$ cat config.mk
export PLATFORM = sky130hd
export DESIGN_NAME = loader_mem_arbiter
export DESIGN_NICKNAME = d
export VERILOG_FILES = /design/src/rtl/loader_mem_arbiter.sv
export SDC_FILE = /design/constraint.sdc
export NUM_CORES = 1
export LEC_CHECK = 0
export ABC_CLOCK_PERIOD_IN_PS = 2450
export BUFFER_PORTS_ARGS = -buffer_cell sky130_fd_sc_hd__clkbuf_2
export CAP_MARGIN = 20
export CORE_MARGIN = 4
export CORE_UTILIZATION = 55
export CTS_BUF_LIST = sky130_fd_sc_hd__clkbuf_4
export DETAILED_ROUTE_END_ITERATION = 8
export GPL_ROUTABILITY_DRIVEN = 0
export PLACE_DENSITY = 0.8
export SYNTH_ARGS = -nofsm -noshare
export SYNTH_HDL_FRONTEND = slang
export SYNTH_SLANG_ARGS = --single-unit
$ cat constraint.sdc
create_clock -name clk -period 2.45 [get_ports clk]
set_input_delay 0.245 -clock clk [delete_from_list [all_inputs] [get_ports clk]]
set_output_delay 0.245 -clock clk [all_outputs]
set_load 0.01 [all_outputs]
$ cat src/rtl/loader_mem_arbiter.sv
// Arbitrates the single SDRAM byte port between the ROM loader write FIFO, the PPU and the CPU.
// Optional CPU starvation guard is built when ARB_STARVE_GUARD_EN is defined.
module loader_mem_arbiter #(
  parameter int unsigned ADDR_W       = 22,
  parameter int unsigned FIFO_DEPTH   = 4,
  parameter int unsigned STARVE_LIMIT = 32
) (
  input  logic              clk,
  input  logic              reset_n,
  input  logic              ld_we,
  input  logic [ADDR_W-1:0] ld_addr,
  input  logic [7:0]        ld_data,
  output logic              ld_overflow,
  output logic              ld_pending,
  input  logic              ppu_req,
  input  logic [ADDR_W-1:0] ppu_addr,
  output logic              ppu_ack,
  output logic [7:0]        ppu_rdata,
  input  logic              cpu_req,
  input  logic              cpu_we,
  input  logic [ADDR_W-1:0] cpu_addr,
  input  logic [7:0]        cpu_wdata,
  output logic              cpu_ack,
  output logic [7:0]        cpu_rdata,
  output logic              mem_req,
  output logic              mem_we,
  output logic [ADDR_W-1:0] mem_addr,
  output logic [7:0]        mem_wdata,
  input  logic [7:0]        mem_rdata,
  input  logic              mem_ack
);
  localparam int unsigned PTR_W = $clog2(FIFO_DEPTH);
  localparam int unsigned CNT_W = PTR_W + 1;

  if (FIFO_DEPTH < 2 || FIFO_DEPTH > 16 || (FIFO_DEPTH & (FIFO_DEPTH - 1)) != 0 ||
      STARVE_LIMIT == 0) begin : g_bad_param
    $error("loader_mem_arbiter: illegal parameter set");
  end

  typedef struct packed {
    logic [ADDR_W-1:0] addr;
    logic [7:0]        data;
  } ld_ent_t;

  typedef enum logic [1:0] {IDLE, ISSUE, WAIT} state_t;
  typedef enum logic [1:0] {OWN_NONE, OWN_LD, OWN_PPU, OWN_CPU} own_t;

  ld_ent_t          fifo [FIFO_DEPTH];
  logic [PTR_W-1:0] wr_ptr, rd_ptr;
  logic [CNT_W-1:0] count;
  logic             fifo_full, fifo_empty, push, pop;
  state_t           state, state_nx;
  own_t             owner, grant;
  logic             cpu_force;

  assign fifo_full  = (count == CNT_W'(FIFO_DEPTH));
  assign fifo_empty = (count == '0);
  // Full is judged before this cycle's pop, so a push into a full FIFO is dropped.
  assign push       = ld_we && !fifo_full;
  assign pop        = (grant == OWN_LD);
  assign ld_pending = !fifo_empty || (state != IDLE && owner == OWN_LD);

  always_ff @(posedge clk or negedge reset_n) begin
    if (!reset_n) begin
      wr_ptr      <= '0;
      rd_ptr      <= '0;
      count       <= '0;
      ld_overflow <= 1'b0;
    end else begin
      if (push) begin
        fifo[wr_ptr] <= '{addr: ld_addr, data: ld_data};
        wr_ptr       <= wr_ptr + 1'b1;
      end
      if (pop) rd_ptr <= rd_ptr + 1'b1;
      case ({push, pop})
        2'b10:   count <= count + 1'b1;
        2'b01:   count <= count - 1'b1;
        default: count <= count;
      endcase
      if (ld_we && fifo_full) ld_overflow <= 1'b1;
    end
  end

`ifdef ARB_STARVE_GUARD_EN
  localparam int unsigned SC_W = $clog2(STARVE_LIMIT + 1);
  logic [SC_W-1:0] starve_cnt;

  always_ff @(posedge clk or negedge reset_n) begin
    if (!reset_n)                              starve_cnt <= '0;
    else if (!cpu_req || grant == OWN_CPU)     starve_cnt <= '0;
    else if (starve_cnt != SC_W'(STARVE_LIMIT)) starve_cnt <= starve_cnt + 1'b1;
  end

  assign cpu_force = cpu_req && (starve_cnt == SC_W'(STARVE_LIMIT));
`else
  assign cpu_force = 1'b0;
`endif

  always_ff @(posedge clk or negedge reset_n) begin
    if (!reset_n) state <= IDLE;
    else          state <= state_nx;
  end

  always_comb begin
    state_nx = state;
    grant    = OWN_NONE;
    case (state)
      IDLE: begin
        if (!fifo_empty)  grant = OWN_LD;
        else if (cpu_force) grant = OWN_CPU;
        else if (ppu_req) grant = OWN_PPU;
        else if (cpu_req) grant = OWN_CPU;
        if (grant != OWN_NONE) state_nx = ISSUE;
      end
      ISSUE:   state_nx = WAIT;
      WAIT:    if (mem_ack) state_nx = IDLE;
      default: state_nx = IDLE;
    endcase
  end

  always_ff @(posedge clk or negedge reset_n) begin
    if (!reset_n) begin
      owner     <= OWN_NONE;
      mem_req   <= 1'b0;
      mem_we    <= 1'b0;
      mem_addr  <= '0;
      mem_wdata <= '0;
      ppu_ack   <= 1'b0;
      ppu_rdata <= '0;
      cpu_ack   <= 1'b0;
      cpu_rdata <= '0;
    end else begin
      ppu_ack <= 1'b0;
      cpu_ack <= 1'b0;
      case (state)
        IDLE: begin
          if (grant != OWN_NONE) owner <= grant;
          case (grant)
            OWN_LD: begin
              mem_we    <= 1'b1;
              mem_addr  <= fifo[rd_ptr].addr;
              mem_wdata <= fifo[rd_ptr].data;
            end
            OWN_PPU: begin
              mem_we    <= 1'b0;
              mem_addr  <= ppu_addr;
              mem_wdata <= '0;
            end
            OWN_CPU: begin
              mem_we    <= cpu_we;
              mem_addr  <= cpu_addr;
              mem_wdata <= cpu_wdata;
            end
            default: ;
          endcase
        end
        ISSUE: mem_req <= 1'b1;
        WAIT: begin
          if (mem_ack) begin
            mem_req <= 1'b0;
            if (owner == OWN_PPU) begin
              ppu_ack   <= 1'b1;
              ppu_rdata <= mem_rdata;
            end
            if (owner == OWN_CPU) begin
              cpu_ack <= 1'b1;
              if (!mem_we) cpu_rdata <= mem_rdata;
            end
          end
        end
        default: ;
      endcase
    end
  end
endmodule

-- After elaboration in Yosys (flattened, before gate mapping)
Memories as Yosys holds them, arrays and structs flattened.
Index checks and enable logic that the tools add are counted.
- register bits: 62
- output and inout port bits: 52
- RAM bits: 120
- bits in read-only memories: 0
- logic and storage cells: 76
- bits of input ports: 97
- bits in latches: 0
- memories: 1
- memories (memory ; words ; width ; rd ports ; clocked after Yosys merged registers in ; write ports ; line ; RTL):
    fifo ; 4 ; 30 ; 1 ; 0 ; 1 ; 48 ; ld_ent_t fifo [FIFO_DEPTH];
- mux-type cells: 22
- reductions and logical operators: 21
- shift-type cells: 0
- $lt $le $gt $ge: 0
- bitwise operators: 1
- equal/unequal tests: 13
- $mul: 0
- div/mod/pow operators: 0
- $add $sub $neg: 4
- operators with widths (cell ; number):
    22-bit case mux with 3 select lines ; 1
    8-bit case mux with 3 select lines ; 1
    2-bit two-way mux ; 7
    2-bit == test, second input constant ; 6
    2-bit nonzero test ; 5
    1-bit two-way mux ; 9
    2-bit by 1-bit == test with 1-bit output, second input constant ; 4
    2-bit AND reduction ; 4
    2-bit case mux with 3 select lines ; 1
    3-bit case mux with 2 select lines ; 1
    2-bit by 1-bit adder with 2-bit output, second input constant ; 2
    1-bit logical AND ; 4
    2-bit != test, second input constant ; 2
    4-bit AND reduction ; 1
    3-bit by 1-bit adder with 3-bit output, second input constant ; 1
    3-bit == test, second input constant ; 1
    3-bit logical NOT ; 1
    1-bit case mux with 3 select lines ; 1
    3-bit AND reduction ; 1
    3-bit nonzero test ; 1
    3-bit by 1-bit subtractor with 3-bit output, second input constant ; 1
    1-bit logical NOT ; 2
    2-bit logical NOT ; 1
    1-bit case mux with 2 select lines ; 1
    other kinds (2) ; 2

-- Longest topological paths before layout
Gate-level depths: netlist of the first run.
- depth after elaboration: 8
- mapped depth: 10

-- Worst setup path before layout of the first run
OpenSTA, ideal clock, no wires.
- kind: register -> register
- from: register count[1]
- to: register count[2]
- clock period less this slack: 2.218 ns
- cell stages (with the launch flop): 10
- data required time: 2.322 ns
- arrival time: 2.090 ns
- setup slack: 0.232 ns
- path through: dfrtp_1 or3_4 nand2_2 inv_2 buf_2 ha_1 fa_1 xnor2_1 nor2_1 xor2_1
- longest elaborated chain between the ends: 7
- RTL lines (what ; line ; RTL):
    start, declared ; 50 ; logic [CNT_W-1:0] count;
    start signal, assigned ; 76 ; 2'b10: count <= count + 1'b1;
    start signal, assigned ; 77 ; 2'b01: count <= count - 1'b1;
    start signal, assigned ; 78 ; default: count <= count;
    3-bit logical NOT ; 57 ; assign fifo_empty = (count == '0);
    2-bit two-way mux ; 109 ; if (!fifo_empty) grant = OWN_LD;
    2-bit two-way mux (2 in a row) ; 107 ; case (state)
    2-bit by 1-bit == test with 1-bit output ; 60 ; assign pop = (grant == OWN_LD);
    2-bit by 1-bit == test with 1-bit output / 2-bit == test (equally long branches) ; 75 ; case ({push, pop})
    3-bit case mux with 2 select lines / 2-bit nonzero test (equally long branches) ; n/a ;
Several ways; a longest one is shown, not always the timed one. The select of a mux whose other input is x is not followed.
A chain may end at the register's enable or synchronous reset.

-- Worst setup path after layout of the first run
Same ends and word-level chain as after synthesis.

==> results.yml, run 1 <==
run_status:
  run_status: "completed"
layout:
  final_nets: 748
  drive_gt1_share_pct: 40.6
  num_antenna_cells: 0
  area_growth_syn_to_layout_pct: 25.5
  instances_no_fill: 830
timing:
  post-route-period-util_pct: 87.7
  rsz0062_at_grt: "no"
  skew_ns: 0.0156
  setup_tns_ns: 0
  period_needed_ns: 2.15
  drv_slew: 0
  worst_slew_pin_slew_ns: 0.839
  hold_violations: 0
  finalSetupViolations: 0
  clock.fmax_mhz: 465
  slew_headroom_pct: 44.1
grt:
  track_usage_pct: 23.0
  grt_pass1_vias: 5003
  overflow: 0
  antenna_found_initial: 0
  grt_pass1_wl_mm: 25.9
  grt_max_degree: 63
critical_path:
  end_kind: "flop"
  cp_max_fo: 5
  critical_path_class: "flop to flop"
  crit_required_ns: 2.93
  cp_slowest_cell: "dfrtp_1"
  critPathLaunchType: "flop"
  max_stage_delay_ns: 0.48
  reg2reg_slack_ns: 0.30
  arrival_ns: 2.63
  crit_chain: "or3_4 -> nand2_2 -> inv_2 -> ha_1 -> fa_1 -> xnor2_1 -> nor2_1 -> xor2_1"
clock_network:
  cts_buffers: 17
  cts_sinks: 182
  cts_resized: 0
  clk_pin_slew_worst_paths_ns: 0.14
  clkLatencyLatePin_ns: 0.56
  cts_tree: "done"
  cts_root_buffer: "clkbuf_4"
  ctsHtreeMaxLevel: 4
  cts.path.max_buffers: 2
yosys:
  yosysSeqAreaShare_pct: 70.3
  synth.distinct_cells: 47
  yosys.area.top_type: "edfxtp_1"
  avgSynthCellArea_um2: 17.1
  synthesis.instances: 428
  async_flop_share_pct: 34.1
  ys_warn_count: 0
  syn-num-nets: 531
  synth_common_cells: "edfxtp_1 (120), dfrtp_1 (62), nor3_1 (40)"
  synth_edf_count: 120
  synth_area_leaders: "edfxtp_1 (49%), dfrtp_1 (21%), mux4_2 (9.2%)"
  yosysTopAreaCellShare_pct: 49.1
  synth_most_common_cell: "edfxtp_1"
  ys_ff_latch: 182
  ys.flop_type: "edfxtp_1"
  synth_area_um2: 7330
floorplan:
  start_util_pct: 57.2
  core_area_um2: 12800
  die_width_um: 123
  row_count: 41
  die_area_um2: 15200
  die_y_um: 123
  io_pins: 149
drt:
  drcViolationCount: 0
  route.vias.total: 4737
  vias_per_cell: 5.71
  ant_nets: 0
  drt-initial-drc-count: 348
  drt_wl_total_mm: 16.6
  firstDrtPassIters: 7
  drt-wirelength-per-cell_um: 20.0
placement:
  place_inst: 744
  hpwl_mm: 10.9
  numPortBuffers: 148
power_and_ir_drop:
  power.leakage_nw: 3.66
  p_seq_share_pct: 45.3
  power_density_nw_per_um2: 1070
  ir_worst_vdd_mv: 0.603
  p_switching_mw: 3.34
  combPwrFrac_pct: 36.2
  p_sw_share_pct: 33.9
  p_clk_share_pct: 18.5
  intPower_mw: 6.51
flow_run:
  cap_violations: 0
worst_hold_path:
  hold_path_class: "input port to flop"
-- through the flow --
step                setup WS (ns)  hold WS [ns]  util, %  area [um2]  total power, mW
floorplan                   0.232       -0.0506        -        7330             6.82
global placement            0.409         0.461     65.0        8330             7.85
detailed placement          0.339         0.470     65.0        8330             8.02
CTS                         0.292       0.00157     71.7        9200             9.93
global route                0.220       0.00246     71.7        9200             10.5
finish                      0.301        0.0395     71.7        9200             9.85
-- path summary, 6_finish.rpt --
check | depth (start not counted) | startpoint | to
max reg2reg | 8 | count[1]$_DFFE_PN0P_ | count[2]$_DFFE_PN0P_
min | 3 | ppu_addr[2] | mem_addr[2]$_DFFE_PN0P_
min reg2reg | 1 | ld_overflow$_DFFE_PN0P_ | ld_overflow$_DFFE_PN0P_
max | 8 | count[1]$_DFFE_PN0P_ | count[2]$_DFFE_PN0P_
min in group asynchronous | 3 | reset_n | mem_addr[12]$_DFFE_PN0P_
max in group asynchronous | 3 | reset_n | rd_ptr[0]$_DFFE_PN0N_
-- power groups by stage --
stage	Combinational, mW	Sequential [mW]	Clock (mW)
detailed placement	3.49	4.53	0
CTS	3.59	4.46	1.87
finish	3.57	4.47	1.82
global route	3.91	4.54	2.00
floorplan	2.26	4.56	0
global placement	3.37	4.48	0
-- routing by layer --
metal	vias to the layer above	share of wire [%]	wire length, um	global-route usage (%)
met5	-	0	0	0
met4	0	2.1	342	8.03
met3	33	7.7	1280	5.26
met2	213	52	8560	39.8
met1	2370	39	6380	28.8
li1	2121	-	-	-
-- cells in the final DEF, fill, tap and decap left out, drive strengths merged, types with 2 or more instances in the layout --
cell type    netlist  layout
mux2              18      18
and2               3       3
inv                6       9
a21oi             10      10
clkinv             0       7
dfrtp             62      62
a221oi            20      20
ha                 5       5
nand2b             2       2
dlygate4sd3        0      54
o22ai              2       2
o21ai              6       6
mux4              30      30
nand3              3       3
xnor2              5       5
a22oi              8       8
bufinv             0       4
edfxtp           120     120
o221a              2       2
buf               25      23
nor2b              3       3
nor3              41      41
clkbuf             1     164
and3               5       5
nand2              5       5
nor2              35      35
-- flip-flops by register name, summed over array words and instances, names as in the netlist, 2 cells and up --
name,cells
owner,2
wr_ptr,2
state,2
rd_ptr,2
mem_wdata,8
count,3
cpu_rdata,8
mem_addr,22
fifo,120
ppu_rdata,8
-- timing repair --
action / CTS / global route
hold endpoints to repair: 212 / 0
buffers inserted: 0 / 0
hold buffers: 54 / 0
-- cells by family after synthesis --
kind of cell / after synthesis / synth area share [%]
flip-flops: 182 / 70.3
multiplexers: 48 / 12.4
AND/OR/NAND/NOR: 101 / 7.35
AO/OA/AOI/OAI: 53 / 5.37
buffers and inverters: 32 / 2.75
XOR/XNOR: 6 / 0.717
adder cells (fa/ha/maj): 6 / 1.13
-- critical path, delay by kind of cell, from the launching register on --
family,cells,cell delay (ns)
DFF,1,0.48
buffers and inverters,1,0.04
xor gates and xnor gates,2,0.30
adders and majority gates,2,0.60
and+or+nand+nor,3,0.66
-- final cells by class --
| type | count | area (um2) |
|---|---|---|
| multi-input combinational | 214 | 1980 |
| timing repair buffer | 224 | 1500 |
| inverter | 6 | 22.5 |
| clock buffer | 17 | 128 |
| sequential | 182 | 5160 |
| fill | 796 | 3620 |
| clock inverter | 15 | 201 |
| tap | 172 | 215 |
(Power assumes the default switching activity.)
==> run 2, diff against run 1 <==
Settings changed: ABC_AREA set to 1, PLACE_DENSITY 0.8 to 0.79.
==> results.yml, run 2 <==
grt:
  overflow: 0
  antenna_found_initial: 1
  track_usage_pct: 24.6
  grt_pass1_wl_mm: 31.5
  grt_pass1_vias: 6364
  grt_max_degree: 70
floorplan:
  start_util_pct: 56.0
  die_y_um: 129
  die_area_um2: 16700
  io_pins: 149
  row_count: 44
  core_area_um2: 14500
  die_width_um: 129
yosys:
  yosysTopAreaCellShare_pct: 44.5
  synth_common_cells: "nand2_1 (244), edfxtp_1 (120), inv_1 (117)"
  ys_warn_count: 0
  syn-num-nets: 963
  ys_ff_latch: 182
  synth_edf_count: 120
  yosys.area.top_type: "edfxtp_1"
  synth.distinct_cells: 29
  synthesis.instances: 860
  avgSynthCellArea_um2: 9.42
  synth_area_leaders: "edfxtp_1 (44%), dfrtp_1 (19%), nand2_1 (11%)"
  yosysSeqAreaShare_pct: 63.6
  synth_area_um2: 8100
  ys.flop_type: "edfxtp_1"
  synth_most_common_cell: "nand2_1"
  async_flop_share_pct: 34.1
layout:
  final_cell_mix: "nand2_1 (244), clkbuf_2 (147), edfxtp_1 (120)"
  final_common_cell: "nand2_1"
  area_growth_syn_to_layout_pct: 26.5
  largest_reg_flops: 120
  top_regs: "fifo x120, mem_addr x22"
  fin_util_pct: 70.8
  regMostFlops: "fifo"
  final_nets: 1195
  drive_gt1_share_pct: 19.9
clock_network:
  cts_sinks: 182
  clkLatencyLatePin_ns: 0.57
  ctsHtreeMaxLevel: 4
  cts.path.max_buffers: 2
  cts_tree: "done"
  cts_root_buffer: "clkbuf_4"
  cts_buffers: 17
  clk_pin_slew_worst_paths_ns: 0.14
critical_path:
  crit_required_ns: 2.93
  end_kind: "flop"
  max_stage_delay_ns: 0.58
  crit_chain: "nor2_2 -> nand2_2 -> inv_2 -> nand2_1 -> buf_4 -> nand3_1 -> nand2_1 -> nor2_1 -> dlygate4sd3_1 -> nor2_1"
  critical_path_class: "flop to flop"
  critPathLaunchType: "flop"
  cp_max_fo: 15
  rr_endpoint: "mem_addr[21]$_DFFE_PN0P_"
  cp_slowest_cell: "dlygate4sd3_1"
  reg2reg_slack_ns: 0.13
  worst_r2r_path_depth: 10
  arrival_ns: 2.80
  reg2reg_from: "count[1]$_DFFE_PN0P_"
drt:
  ant_nets: 0
  drt-wirelength-per-cell_um: 15.3
  firstDrtPassIters: 5
  drcViolationCount: 0
  drt-initial-drc-count: 441
  drt_wl_total_mm: 19.8
  vias_per_cell: 4.97
  route.vias.total: 6416
timing:
  worst_slew_pin_slew_ns: 0.821
  skew_ns: 0.0178
  post-route-period-util_pct: 94.8
  slew_headroom_pct: 45.3
  hold_violations: 0
  clock.fmax_mhz: 431
  period_needed_ns: 2.32
  setup_tns_ns: 0
  finalSetupViolations: 0
  rsz0062_at_grt: "no"
  whs_ns: 0.0367
  drv_slew: 0
power_and_ir_drop:
  combPwrFrac_pct: 41.1
  ir_worst_vdd_mv: 0.493
  p_clk_share_pct: 18.2
  p_sw_share_pct: 39.3
  p_seq_share_pct: 40.8
  intPower_mw: 6.50
  p_switching_mw: 4.20
  power_density_nw_per_um2: 1040
  power.leakage_nw: 4.99
run_status:
  run_status: "completed"
placement:
  hpwl_mm: 12.0
  numPortBuffers: 148
worst_hold_path:
  hold_depth: 5
  worstHoldStart: "ppu_addr[17]"
  hold_path_class: "input port to flop"
  hold_path_end: "mem_addr[17]$_DFFE_PN0P_"
flow_run:
  cap_violations: 0
[run 2: cell types whose count changed after synthesis, moves of 9 or more]
cell,change
a221oi_1,-19
nor2_1,+74
inv_1,+112
o21ai_0,+24
buf_2,+9
mux2_2,-9
mux4_2,-30
nor3_1,-39
nand2_1,+240
nand3_1,+96
[run 2: routing by layer]
metal,up-vias,track usage [%],wire length (um)
li1,3195,-,-
met1,2947,31.1,8210
met2,232,41.2,9710
met3,42,5.40,1440
met4,0,10.6,442
met5,-,0,0
[run 2: kinds of logic (layout without fill, tap and decap cells)]
logic type	count (synthesis)	in the layout	synth area share, %
buffers and inverters	160	405	8.29
and+or+nand+nor	462	462	23.6
muxes	1	1	0.139
DFF	182	182	63.6
AOI/OAI and AO/OA	45	45	2.93
adders and majority gates	6	6	1.02
xor gates and xnor gates	4	4	0.432
other	0	2	0
[run 2: final cells by class]
class,count,area [um2]
timing repair buffer,252,1750
antenna,2,5.00
inverter,121,455
sequential,182,5160
clock buffer,19,143
clock inverter,13,203
tap,184,230
multi-input combinational,518,2310
fill,1052,4230
[run 2: per-stage QoR]
step	worst slack [ns]	cell area (um2)	cells	power, mW
CTS	0.171	10200	1289	10.7
floorplan	0.0950	8100	860	7.29
global placement	0.484	9040	1171	8.53
detailed placement	0.440	9040	1171	8.64
global route	0.00444	10200	1290	11.5
finish	0.128	10300	1291	10.7
[run 2: worst max-delay path: cells and delay by family, from the launching register on]
kind | cells | cell delay, ns
and+or+nand+nor | 7 | 0.72
buffers and inverters | 3 | 1.05
DFF | 1 | 0.44
[run 2: repair_timing]
item                                    CTS  global route
buffers inserted                          0             0
hold endpoints to repair                231             0
gates resized for setup                   0             2
hold buffers                             86             0
endpoints found under the setup margin    0             9
[run 2: worst max-delay path by stage]
stage	startpoint	endpoint	depth (start not counted)
2_1_floorplan	count[0]$_DFFE_PN0P_	fifo[0][0]$_DFFE_PP_	4
3_3_place_gp	count[1]$_DFFE_PN0P_	count[2]$_DFFE_PN0P_	9
3_5_place_dp	count[1]$_DFFE_PN0P_	count[2]$_DFFE_PN0P_	9
4_1_cts	state[1]$_DFFE_PN0P_	mem_addr[21]$_DFFE_PN0P_	8
5_1_grt	state[1]$_DFFE_PN0P_	mem_addr[5]$_DFFE_PN0P_	8
6_report	count[1]$_DFFE_PN0P_	mem_addr[21]$_DFFE_PN0P_	10
[run 2: power by group through the flow]
stage	registers, mW	logic (mW)	clock network, mW
after floorplan	4.55	2.74	0
after global placement	4.40	4.13	0
after detailed placement	4.42	4.22	0
after CTS	4.35	4.38	1.97
after global routing	4.43	4.99	2.10
final	4.36	4.39	1.94
